[src/rtl/instr_fetch_unit_if.sv]
// Fetch-unit bus bundle: instruction memory address/data plus the decode handshake and redirect.
// The master modport is the fetch unit's view; the slave modport is the memory/decode environment.
interface instr_fetch_unit_if #(
    parameter int ADDR_W  = 8,
    parameter int INSTR_W = 32
) ();
    logic               fetch_en;
    logic [ADDR_W-1:0]  imem_addr;
    logic [INSTR_W-1:0] imem_instr;
    logic               redirect_valid;
    logic [ADDR_W-1:0]  redirect_pc;
    logic               out_valid;
    logic               out_ready;
    logic [INSTR_W-1:0] out_instr;
    logic [ADDR_W-1:0]  out_pc;

    modport master (
        input  fetch_en, imem_instr, redirect_valid, redirect_pc, out_ready,
        output imem_addr, out_valid, out_instr, out_pc
    );

    modport slave (
        output fetch_en, imem_instr, redirect_valid, redirect_pc, out_ready,
        input  imem_addr, out_valid, out_instr, out_pc
    );
endinterface

[src/rtl/instr_fetch_unit.sv]
// Fetch stage: owns the PC, issues addresses to instruction memory, buffers returned words with their PC.
// Optional macro FETCH_PERF_CNT_EN adds saturating perf_fetched / perf_flushed counters.
module instr_fetch_unit #(
    parameter int               ADDR_W      = 8,
    parameter int               INSTR_W     = 32,
    parameter logic [ADDR_W-1:0] RESET_PC   = '0,
    parameter int               PC_STEP     = 4,
    parameter int               FIFO_DEPTH  = 4,
    parameter int               MEM_LATENCY = 2
) (
    input  logic                      clk,
    input  logic                      rst,
    instr_fetch_unit_if.master        bus
`ifdef FETCH_PERF_CNT_EN
    ,
    output logic [15:0]               perf_fetched,
    output logic [15:0]               perf_flushed
`endif
);
    localparam int PTR_W = (FIFO_DEPTH > 1) ? $clog2(FIFO_DEPTH) : 1;
    localparam int CNT_W = $clog2(FIFO_DEPTH + MEM_LATENCY + 2);

    typedef enum logic {RUN, HOLD} state_t;

    state_t                               state_reg, state_next;
    logic [ADDR_W-1:0]                    pc_reg, pc_next;
    logic [ADDR_W-1:0]                    addr_reg, addr_next;

    logic [MEM_LATENCY-1:0]               tag_valid_reg, tag_valid_next;
    logic [MEM_LATENCY-1:0][ADDR_W-1:0]   tag_addr_reg, tag_addr_next;

    logic [INSTR_W-1:0]                   fifo_instr_reg [FIFO_DEPTH];
    logic [ADDR_W-1:0]                    fifo_pc_reg    [FIFO_DEPTH];
    logic [PTR_W-1:0]                     rd_ptr_reg, rd_ptr_next;
    logic [PTR_W-1:0]                     wr_ptr_reg, wr_ptr_next;
    logic [CNT_W-1:0]                     count_reg, count_next;
    logic [INSTR_W-1:0]                   head_instr_reg, head_instr_next;
    logic [ADDR_W-1:0]                    head_pc_reg, head_pc_next;
    logic                                 head_load;

    logic [CNT_W-1:0]                     inflight;
    logic [CNT_W-1:0]                     occupancy;
    logic                                 credit_ok;
    logic                                 issue;
    logic [ADDR_W-1:0]                    issue_addr;
    logic                                 push;
    logic                                 pop;
    logic                                 redirect;

    assign redirect = bus.redirect_valid;

    always_comb begin
        inflight = '0;
        for (int i = 0; i < MEM_LATENCY; i++) begin
            inflight = inflight + CNT_W'(tag_valid_reg[i]);
        end
    end

    // Issuing only while buffered + in-flight stays below depth guarantees every return has a slot.
    assign occupancy = count_reg + inflight;
    assign credit_ok = occupancy < CNT_W'(FIFO_DEPTH);

    always_comb begin
        state_next = state_reg;
        issue      = 1'b0;
        issue_addr = pc_reg;
        case (state_reg)
            RUN: begin
                if (bus.fetch_en && credit_ok) begin
                    issue = 1'b1;
                end else begin
                    state_next = HOLD;
                end
            end
            HOLD: begin
                if (bus.fetch_en && credit_ok) begin
                    issue      = 1'b1;
                    state_next = RUN;
                end
            end
            default: state_next = RUN;
        endcase
        if (redirect) begin
            issue      = bus.fetch_en;
            issue_addr = bus.redirect_pc;
            state_next = RUN;
        end
    end

    always_comb begin
        pc_next   = pc_reg;
        addr_next = addr_reg;
        if (redirect) begin
            addr_next = bus.redirect_pc;
            pc_next   = bus.redirect_pc + ADDR_W'(PC_STEP);
        end else if (issue) begin
            addr_next = pc_reg;
            pc_next   = pc_reg + ADDR_W'(PC_STEP);
        end
    end

    // Tag pipe mirrors memory latency; a redirect kills everything except the new stage-0 tag.
    genvar gi;
    generate
        for (gi = 0; gi < MEM_LATENCY; gi++) begin : g_pipe
            if (gi == 0) begin : g_first
                assign tag_valid_next[gi] = issue;
                assign tag_addr_next[gi]  = issue_addr;
            end else begin : g_rest
                assign tag_valid_next[gi] = tag_valid_reg[gi-1] && !redirect;
                assign tag_addr_next[gi]  = tag_addr_reg[gi-1];
            end
        end
    endgenerate

    assign push = tag_valid_reg[MEM_LATENCY-1] && !redirect;
    assign pop  = (count_reg != '0) && bus.out_ready && !redirect;

    always_comb begin
        count_next      = count_reg + CNT_W'(push) - CNT_W'(pop);
        rd_ptr_next     = rd_ptr_reg + PTR_W'(pop);
        wr_ptr_next     = wr_ptr_reg + PTR_W'(push);
        head_instr_next = fifo_instr_reg[rd_ptr_next];
        head_pc_next    = fifo_pc_reg[rd_ptr_next];
        if (push && (wr_ptr_reg == rd_ptr_next)) begin
            head_instr_next = bus.imem_instr;
            head_pc_next    = tag_addr_reg[MEM_LATENCY-1];
        end
        if (redirect) begin
            count_next  = '0;
            rd_ptr_next = '0;
            wr_ptr_next = '0;
        end
        head_load = !redirect && (count_next != '0);
    end

    always_ff @(posedge clk) begin
        if (rst) begin
            state_reg      <= RUN;
            pc_reg         <= RESET_PC;
            addr_reg       <= RESET_PC;
            tag_valid_reg  <= '0;
            count_reg      <= '0;
            rd_ptr_reg     <= '0;
            wr_ptr_reg     <= '0;
            head_instr_reg <= '0;
            head_pc_reg    <= '0;
        end else begin
            state_reg     <= state_next;
            pc_reg        <= pc_next;
            addr_reg      <= addr_next;
            tag_valid_reg <= tag_valid_next;
            count_reg     <= count_next;
            rd_ptr_reg    <= rd_ptr_next;
            wr_ptr_reg    <= wr_ptr_next;
            if (head_load) begin
                head_instr_reg <= head_instr_next;
                head_pc_reg    <= head_pc_next;
            end
        end
    end

    always_ff @(posedge clk) begin
        tag_addr_reg <= tag_addr_next;
        if (push) begin
            fifo_instr_reg[wr_ptr_reg] <= bus.imem_instr;
            fifo_pc_reg[wr_ptr_reg]    <= tag_addr_reg[MEM_LATENCY-1];
        end
    end

    assign bus.imem_addr = addr_reg;
    assign bus.out_valid = (count_reg != '0);
    assign bus.out_instr = head_instr_reg;
    assign bus.out_pc    = head_pc_reg;

`ifdef FETCH_PERF_CNT_EN
    logic [15:0] perf_fetched_reg;
    logic [15:0] perf_flushed_reg;
    logic [16:0] fetched_sum;
    logic [16:0] flushed_sum;

    assign fetched_sum = {1'b0, perf_fetched_reg} + 17'(push);
    assign flushed_sum = {1'b0, perf_flushed_reg} + 17'(occupancy);

    always_ff @(posedge clk) begin
        if (rst) begin
            perf_fetched_reg <= '0;
            perf_flushed_reg <= '0;
        end else begin
            if (push) begin
                perf_fetched_reg <= fetched_sum[16] ? 16'hFFFF : fetched_sum[15:0];
            end
            if (redirect) begin
                perf_flushed_reg <= flushed_sum[16] ? 16'hFFFF : flushed_sum[15:0];
            end
        end
    end

    assign perf_fetched = perf_fetched_reg;
    assign perf_flushed = perf_flushed_reg;
`endif
endmodule

[src/flat_wrapper.sv]
// flat-port wrapper written by rule: the top's interface ports become plain ports
module instr_fetch_unit_flat 
#(
    parameter int               ADDR_W      = 8,
    parameter int               INSTR_W     = 32,
    parameter logic [ADDR_W-1:0] RESET_PC   = '0,
    parameter int               PC_STEP     = 4,
    parameter int               FIFO_DEPTH  = 4,
    parameter int               MEM_LATENCY = 2
)
  (clk, rst, bus_fetch_en, bus_imem_instr, bus_redirect_valid, bus_redirect_pc, bus_out_ready, bus_imem_addr, bus_out_valid, bus_out_instr, bus_out_pc);
  instr_fetch_unit_if #(.ADDR_W(ADDR_W), .INSTR_W(INSTR_W)) bus_i ();
  input  logic clk;
  input  logic rst;
  input wire logic [$bits(bus_i.fetch_en)-1:0] bus_fetch_en;
  input wire logic [$bits(bus_i.imem_instr)-1:0] bus_imem_instr;
  input wire logic [$bits(bus_i.redirect_valid)-1:0] bus_redirect_valid;
  input wire logic [$bits(bus_i.redirect_pc)-1:0] bus_redirect_pc;
  input wire logic [$bits(bus_i.out_ready)-1:0] bus_out_ready;
  output wire logic [$bits(bus_i.imem_addr)-1:0] bus_imem_addr;
  output wire logic [$bits(bus_i.out_valid)-1:0] bus_out_valid;
  output wire logic [$bits(bus_i.out_instr)-1:0] bus_out_instr;
  output wire logic [$bits(bus_i.out_pc)-1:0] bus_out_pc;
  assign bus_i.fetch_en = bus_fetch_en;
  assign bus_i.imem_instr = bus_imem_instr;
  assign bus_i.redirect_valid = bus_redirect_valid;
  assign bus_i.redirect_pc = bus_redirect_pc;
  assign bus_i.out_ready = bus_out_ready;
  assign bus_imem_addr = bus_i.imem_addr;
  assign bus_out_valid = bus_i.out_valid;
  assign bus_out_instr = bus_i.out_instr;
  assign bus_out_pc = bus_i.out_pc;
  instr_fetch_unit #(.ADDR_W(ADDR_W), .INSTR_W(INSTR_W), .RESET_PC(RESET_PC), .PC_STEP(PC_STEP), .FIFO_DEPTH(FIFO_DEPTH), .MEM_LATENCY(MEM_LATENCY)) u_core (.clk(clk), .rst(rst), .bus(bus_i));
endmodule
[config.mk]
export PLATFORM = sky130hd
export DESIGN_NAME = instr_fetch_unit_flat
export DESIGN_NICKNAME = d
export VERILOG_FILES = /design/src/rtl/instr_fetch_unit_if.sv /design/src/rtl/instr_fetch_unit.sv /design/src/flat_wrapper.sv
export SDC_FILE = /design/constraint.sdc
export NUM_CORES = 1
export LEC_CHECK = 0
export CAP_MARGIN = 20
export CORE_AREA = 5 5 115 171
export CTS_BUF_LIST = sky130_fd_sc_hd__clkbuf_2 sky130_fd_sc_hd__clkbuf_4 sky130_fd_sc_hd__clkbuf_8
export DETAILED_ROUTE_END_ITERATION = 6
export DIE_AREA = 0 0 120 176
export PLACE_DENSITY = 0.72
export SYNTH_ARGS = -nofsm -noshare
export SYNTH_HDL_FRONTEND = slang
export SYNTH_SLANG_ARGS = --single-unit
export TNS_END_PERCENT = 10
[constraint.sdc]
create_clock -name clk -period 11.1 [get_ports clk]
set_input_delay 1.665 -clock clk [delete_from_list [all_inputs] [get_ports clk]]
set_output_delay 1.665 -clock clk [all_outputs]
set_load 0.01 [all_outputs]
# Yosys cells after proc, flatten, opt, wreduce, memory -nomap -nowiden
# Memory sizes are Yosys's and may differ from the RTL's. A register that Yosys moved wholly into a read port is not among the register bits.
# Index checks and enable logic that the tools add are counted.
# word_totals
register_bits,41
ramBits,160
inputBits,45
output_inout_bits,49
elab_cells,40
mem_count,2
# memory_table
name,words,word_bits,rd,rd_ports_with_merged_regs,wr,line,text
u_core.fifo_instr_reg,4,32,1,1,1,instr_fetch_unit.sv:32,logic [INSTR_W-1:0] fifo_instr_reg [FIFO_DEPTH];
u_core.fifo_pc_reg,4,8,1,1,1,instr_fetch_unit.sv:33,logic [ADDR_W-1:0] fifo_pc_reg [FIFO_DEPTH];
# op_classes
add_sub_neg,8
n_lt_le_gt_ge,1
mux,10
n_reduce_logical,11
# ops
operator,count
$mux 8,5
$add 8x3->8 const B,2
$logic_and 1x1->1,6
$reduce_bool 3->1,2
$add 2x1->2,2
$mux 1,4
$add 3x1->3,1
$add 3x3->3,1
$lt 3x3->1 const B,1
$mux 3,1
$sub 3x1->3,1
$add 1x1->2,1
$reduce_bool 2->1,1
$reduce_or 2->1,1
$logic_not 1->1,1

# Longest topological paths before layout
# depth
word_depth,8
mapped_depth,13
ltp_nobuf,11

# Worst setup path after synthesis
# No wires, ideal clock.
# synth_timing
path_type,input to register
start,input port bus_redirect_valid
end,"memory u_core.fifo_instr_reg[2][0], enable pin"
setup_time_ps,495
arrival_time_ps,4814
t_required_ps,10605
slack_ps,5791
path_stages,2
path_buffers,0
cell_sequence,nand2b_1 > nor3b_1
# synth_between
elab_chain_len,4
# synth_rtl
element,line,text
start: declaration,flat_wrapper.sv:17,input wire logic [$bits(bus_i.redirect_valid)-1:0] bus_redirect_valid;
$logic_not 1->1,instr_fetch_unit.sv:116,assign push = tag_valid_reg[MEM_LATENCY-1] && !redirect;
$logic_and 1x1->1,instr_fetch_unit.sv:116,
$mux 1,instr_fetch_unit.sv:165,if (push) begin
$mux 1 (implied by the code),instr_fetch_unit.sv:166,fifo_instr_reg[wr_ptr_reg] <= bus.imem_instr;
end: declaration,instr_fetch_unit.sv:32,
# No other way between the ends.

# Worst setup path after layout
# layout_timing
start,input port bus_redirect_valid
end,"register u_core.head_instr_reg[20], in the netlist u_core.bus.out_instr[20], read port of u_core.fifo_instr_reg"
# layout_between
elab_chain_len,7
word_cells_on_any_way,9
cone_classes,3 x add/sub; 1 x mux; 5 x reduce/logical
# layout_rtl
element,line,text
$logic_not 1->1,"instr_fetch_unit.sv:116, instr_fetch_unit.sv:117, instr_fetch_unit.sv:134",
$logic_and 1x1->1,instr_fetch_unit.sv:116,
$add 3x1->3,instr_fetch_unit.sv:120,count_next = count_reg + CNT_W'(push) - CNT_W'(pop);
$sub 3x1->3,instr_fetch_unit.sv:120,
$mux 3,instr_fetch_unit.sv:129,if (redirect) begin
$reduce_bool 3->1,instr_fetch_unit.sv:134,head_load = !redirect && (count_next != '0);
$logic_and 1x1->1,instr_fetch_unit.sv:134,
end: declaration,instr_fetch_unit.sv:37,"logic [INSTR_W-1:0] head_instr_reg, head_instr_next;"
# Several ways; a longest one is shown, not always the timed one.
# A chain may end at the register's enable or synchronous reset.

==> summary.md <==
| Metric | Value |
|---|---|
| WL per Instance | `around 20 um` |
| Fin. Hold Viols | `0` |
| Critical path capture point type | `flop` |
| Final setup viols | `0` |
| P per Cell Area | `about 160 nW/um^2` |
| Overall Global Routing Usage | `0.174` |
| IO Count | `94` |
| Final setup TNS | `0 ns` |
| Ant. Diodes | `0` |
| Mean post-synth cell area | `15.7 um^2` |
| Critical path's largest stage delay | `between 0.8 and 0.9 ns` |
| Crit-path cells | `clkdlybuf4s50_1, buf_4, and3b_1, ha_4, xnor2_1, nand3_2, nand2_1, a311oi_1` |
| Initial antenna violation count | `0` |
| Port Buf Inserts | `93` |
| Data arrival, critical path | `approximately 5 ns` |
| # DRC | `0` |
| Die area | `21100 um^2` |
| Clk Latency, worst-skew pair | `about 0.50 ns` |
| CTS Buf Count | `35` |
| Vias post-DR | `around 5100` |
| GRT overflow | `0` |
| Cell Rows | `60` |
| Cell area after synthesis | `about 9000 um^2` |
| Post-synthesis simple-gate area fraction | `0.0731` |
| Final period utilization | `0.421` |
| Worst slew margin | `0.331` |
| Nets | `roughly 730` |
| Maxcap violations | `0` |
| Main combinational cell family by area after synthesis | `multiplexers` |
| CTS Sinks | `241` |
| Post-Synth Adder-Cell Area | `0.0119` |
| Critical-path top delay cell | `ha_4` |
| Crit-path max FO | `between 40 and 50` |
| Synth Area in XOR/XNOR | `0.0117` |
| CTS tree | `done` |
| Fmax | `approximately 210 MHz` |
| Status | `finished, final reports clean` |
| Worst Hold Class | `flop to flop` |
| Dpl cells | `between 800 and 900` |
| CP Class | `primary input to flop` |
| Number of flip-flops in the largest register | `roughly 130` |
| CP Depth | `8` |
| Worst-path clk slew | `0.07 ns` |
| Mapped Nets | `627` |
| Final Non-Filler Cells | `slightly above 900` |
| CP Data Required Time | `~11 ns` |
| Worst-case clock buffer depth | `3` |
| H-Tree Depth | `2` |
| Vias in the first global route | `5685` |
| Drt pass-1 iters | `4` |
| Mux cell area share after synthesis | `0.116` |
| Drt total wl | `roughly 18000 um` |
| RSZ-0062 raised after global routing | `no` |
| Critical Path Start Type | `primary input` |
| Max-slew violations | `0` |
| DRT iter0 DRCs | `between 300 and 400` |
| Distinct cell type count after synthesis | `35` |
| Die Ht | `between 150 and 200 um` |
| Hold path depth | `0` |
| Leak Pwr | `approximately 3.7 nW` |
| Largest net degree at the start of global routing | `81` |
| Initial Util | `0.502` |
| R2R cell count | `7` |
| CTS root buf | `clkbuf_8` |
| Fin Clk Skew | `around 0.019 ns` |
| Syn Inst Count | `approximately 570` |
| Worst-Margin Slew | `1.00 ns` |
| GPL Wtd Cong | `0.764` |
| Vias per cell | `approximately 5.6` |
| Post-synthesis sequential area ratio | `0.714` |
| Fin crit period | `between 4 and 5 ns` |
| Max IR drop VDD | `a little over 0.00008 V` |
| Share of layout cells above drive strength 1 | `0.174` |
| First-pass GRT wire length | `approximately 29000 um` |
| Die Wd | `around 120 um` |
| Post-DRT Antenna Nets | `0` |
| Postcts setup bufs | `0` |
| Hpwl dp | `roughly 10000 um` |
| Cts hold-fix bufs | `0` |
| Yosys warning count | `0` |
| Area Growth Syn to Fin | `20.6%` |
| Buf/Inv on CP | `2` |
| Delay-heaviest family, CP | `simple AND/OR/NAND/NOR gates` |
| Seq cells post-synth | `approximately 240` |
| PostCTS Resize Cnt | `0` |
| Compound-cell area share of the yosys netlist | `0.0497` |
| CORE AREA | `between 15000 and 20000 um^2` |
-- cell type report --
type                    instances  area (um^2)
fillers                      1358         7080
flip-flops and latches        241         6430
multi-input cells             286         2420
repair buffers                102         1010
clock buffers                  56          652
well taps                     217          272
clock inverters                 8         41.3
inverters                      10         37.5
-- layout by cell type (no fill, tap or decap), drive strengths merged, types with 3 or more instances in the layout --
cell type and n:
clkbuf 56, edfxtp 160, xor2 4, a311oi 40
clkdlybuf4s50 92, clkinv 7, nor3 7, xnor2 8
a211oi 6, nand2 82, ha 7, buf 10
nor2 56, mux2 3, mux4 40, dfxtp 81
and2 3, inv 10, mux2i 11
-- final timing paths --
| check | startpoint | end | slack [ns] |
|---|---|---|---|
| max | bus_redirect_valid | u_core.bus.out_instr[20] | 6.43 |
| min | u_core.tag_addr_next[8] | u_core.tag_addr_reg[8] | 0.31 |
| max reg2reg | u_core.count_reg[1] | u_core.bus.out_instr[20] | 7.54 |
| min reg2reg | u_core.tag_addr_next[8] | u_core.tag_addr_reg[8] | 0.31 |
-- per-layer routing --
layer	wire length, um	vias to the layer above	global-route usage
met2	9870	149	0.320
met1	6980	2555	0.202
li1	-	2379	-
met4	397	0	0.0645
met5	0	-	0
met3	925	31	0.0285
-- per-stage QoR --
step	utilization	setup slack [ns]	power (mW)	area (um^2)	hold WS (ns)
final	0.605	6.43	1.76	10900	0.310
after global routing	0.605	6.08	1.82	10900	0.327
after CTS	0.603	6.34	1.78	10800	0.310
after detailed placement	0.565	5.80	1.09	10100	0.313
after global placement	0.565	5.84	1.09	10100	0.311
after floorplan	-	5.79	1.04	9010	0.310
-- power by group --
| part | total (mW) | internal, mW | switching (mW) |
|---|---|---|---|
| Sequential | 0.986 | 0.975 | 0.0107 |
| Clock | 0.687 | 0.374 | 0.313 |
| Combinational | 0.0841 | 0.0424 | 0.0418 |
-- synthesized netlist by cell type, drive strengths merged --
| master | instances | area share |
|---|---|---|
| nand2b | 1 | 0.00070 |
| buf | 24 | 0.014 |
| nor2 | 56 | 0.023 |
| and2 | 3 | 0.0021 |
| a21o | 1 | 0.00083 |
| a311oi | 40 | 0.039 |
| nor3b | 2 | 0.0017 |
| nand4 | 1 | 0.00070 |
| edfxtp | 160 | 0.53 |
| and3b | 1 | 0.00097 |
| a211oi | 6 | 0.0050 |
| nand3 | 2 | 0.0011 |
| nand2 | 82 | 0.034 |
| fa | 1 | 0.0022 |
| xor2 | 4 | 0.0039 |
| clkinv | 1 | 0.00042 |
| nor3 | 7 | 0.0039 |
| o22a | 2 | 0.0019 |
| mux2i | 11 | 0.012 |
| clkbuf | 13 | 0.0054 |
| dfxtp | 81 | 0.18 |
| ha | 7 | 0.0097 |
| a31oi | 2 | 0.0031 |
| inv | 9 | 0.0038 |
| nor2b | 2 | 0.0014 |
| mux4 | 40 | 0.10 |
| mux2 | 3 | 0.0038 |
| and3 | 2 | 0.0014 |
| or3 | 1 | 0.00070 |
| nand4b | 1 | 0.00097 |
| xnor2 | 8 | 0.0078 |
-- logic make-up (layout without fill, tap and decap cells) --
group,Yosys count,in the layout
compound gates,51,51
mux,54,54
buf+inv,47,176
simple gates,161,161
flops,241,241
fa+ha+maj,8,8
xor+xnor,12,12
Power figures use the tool's default switching activity.
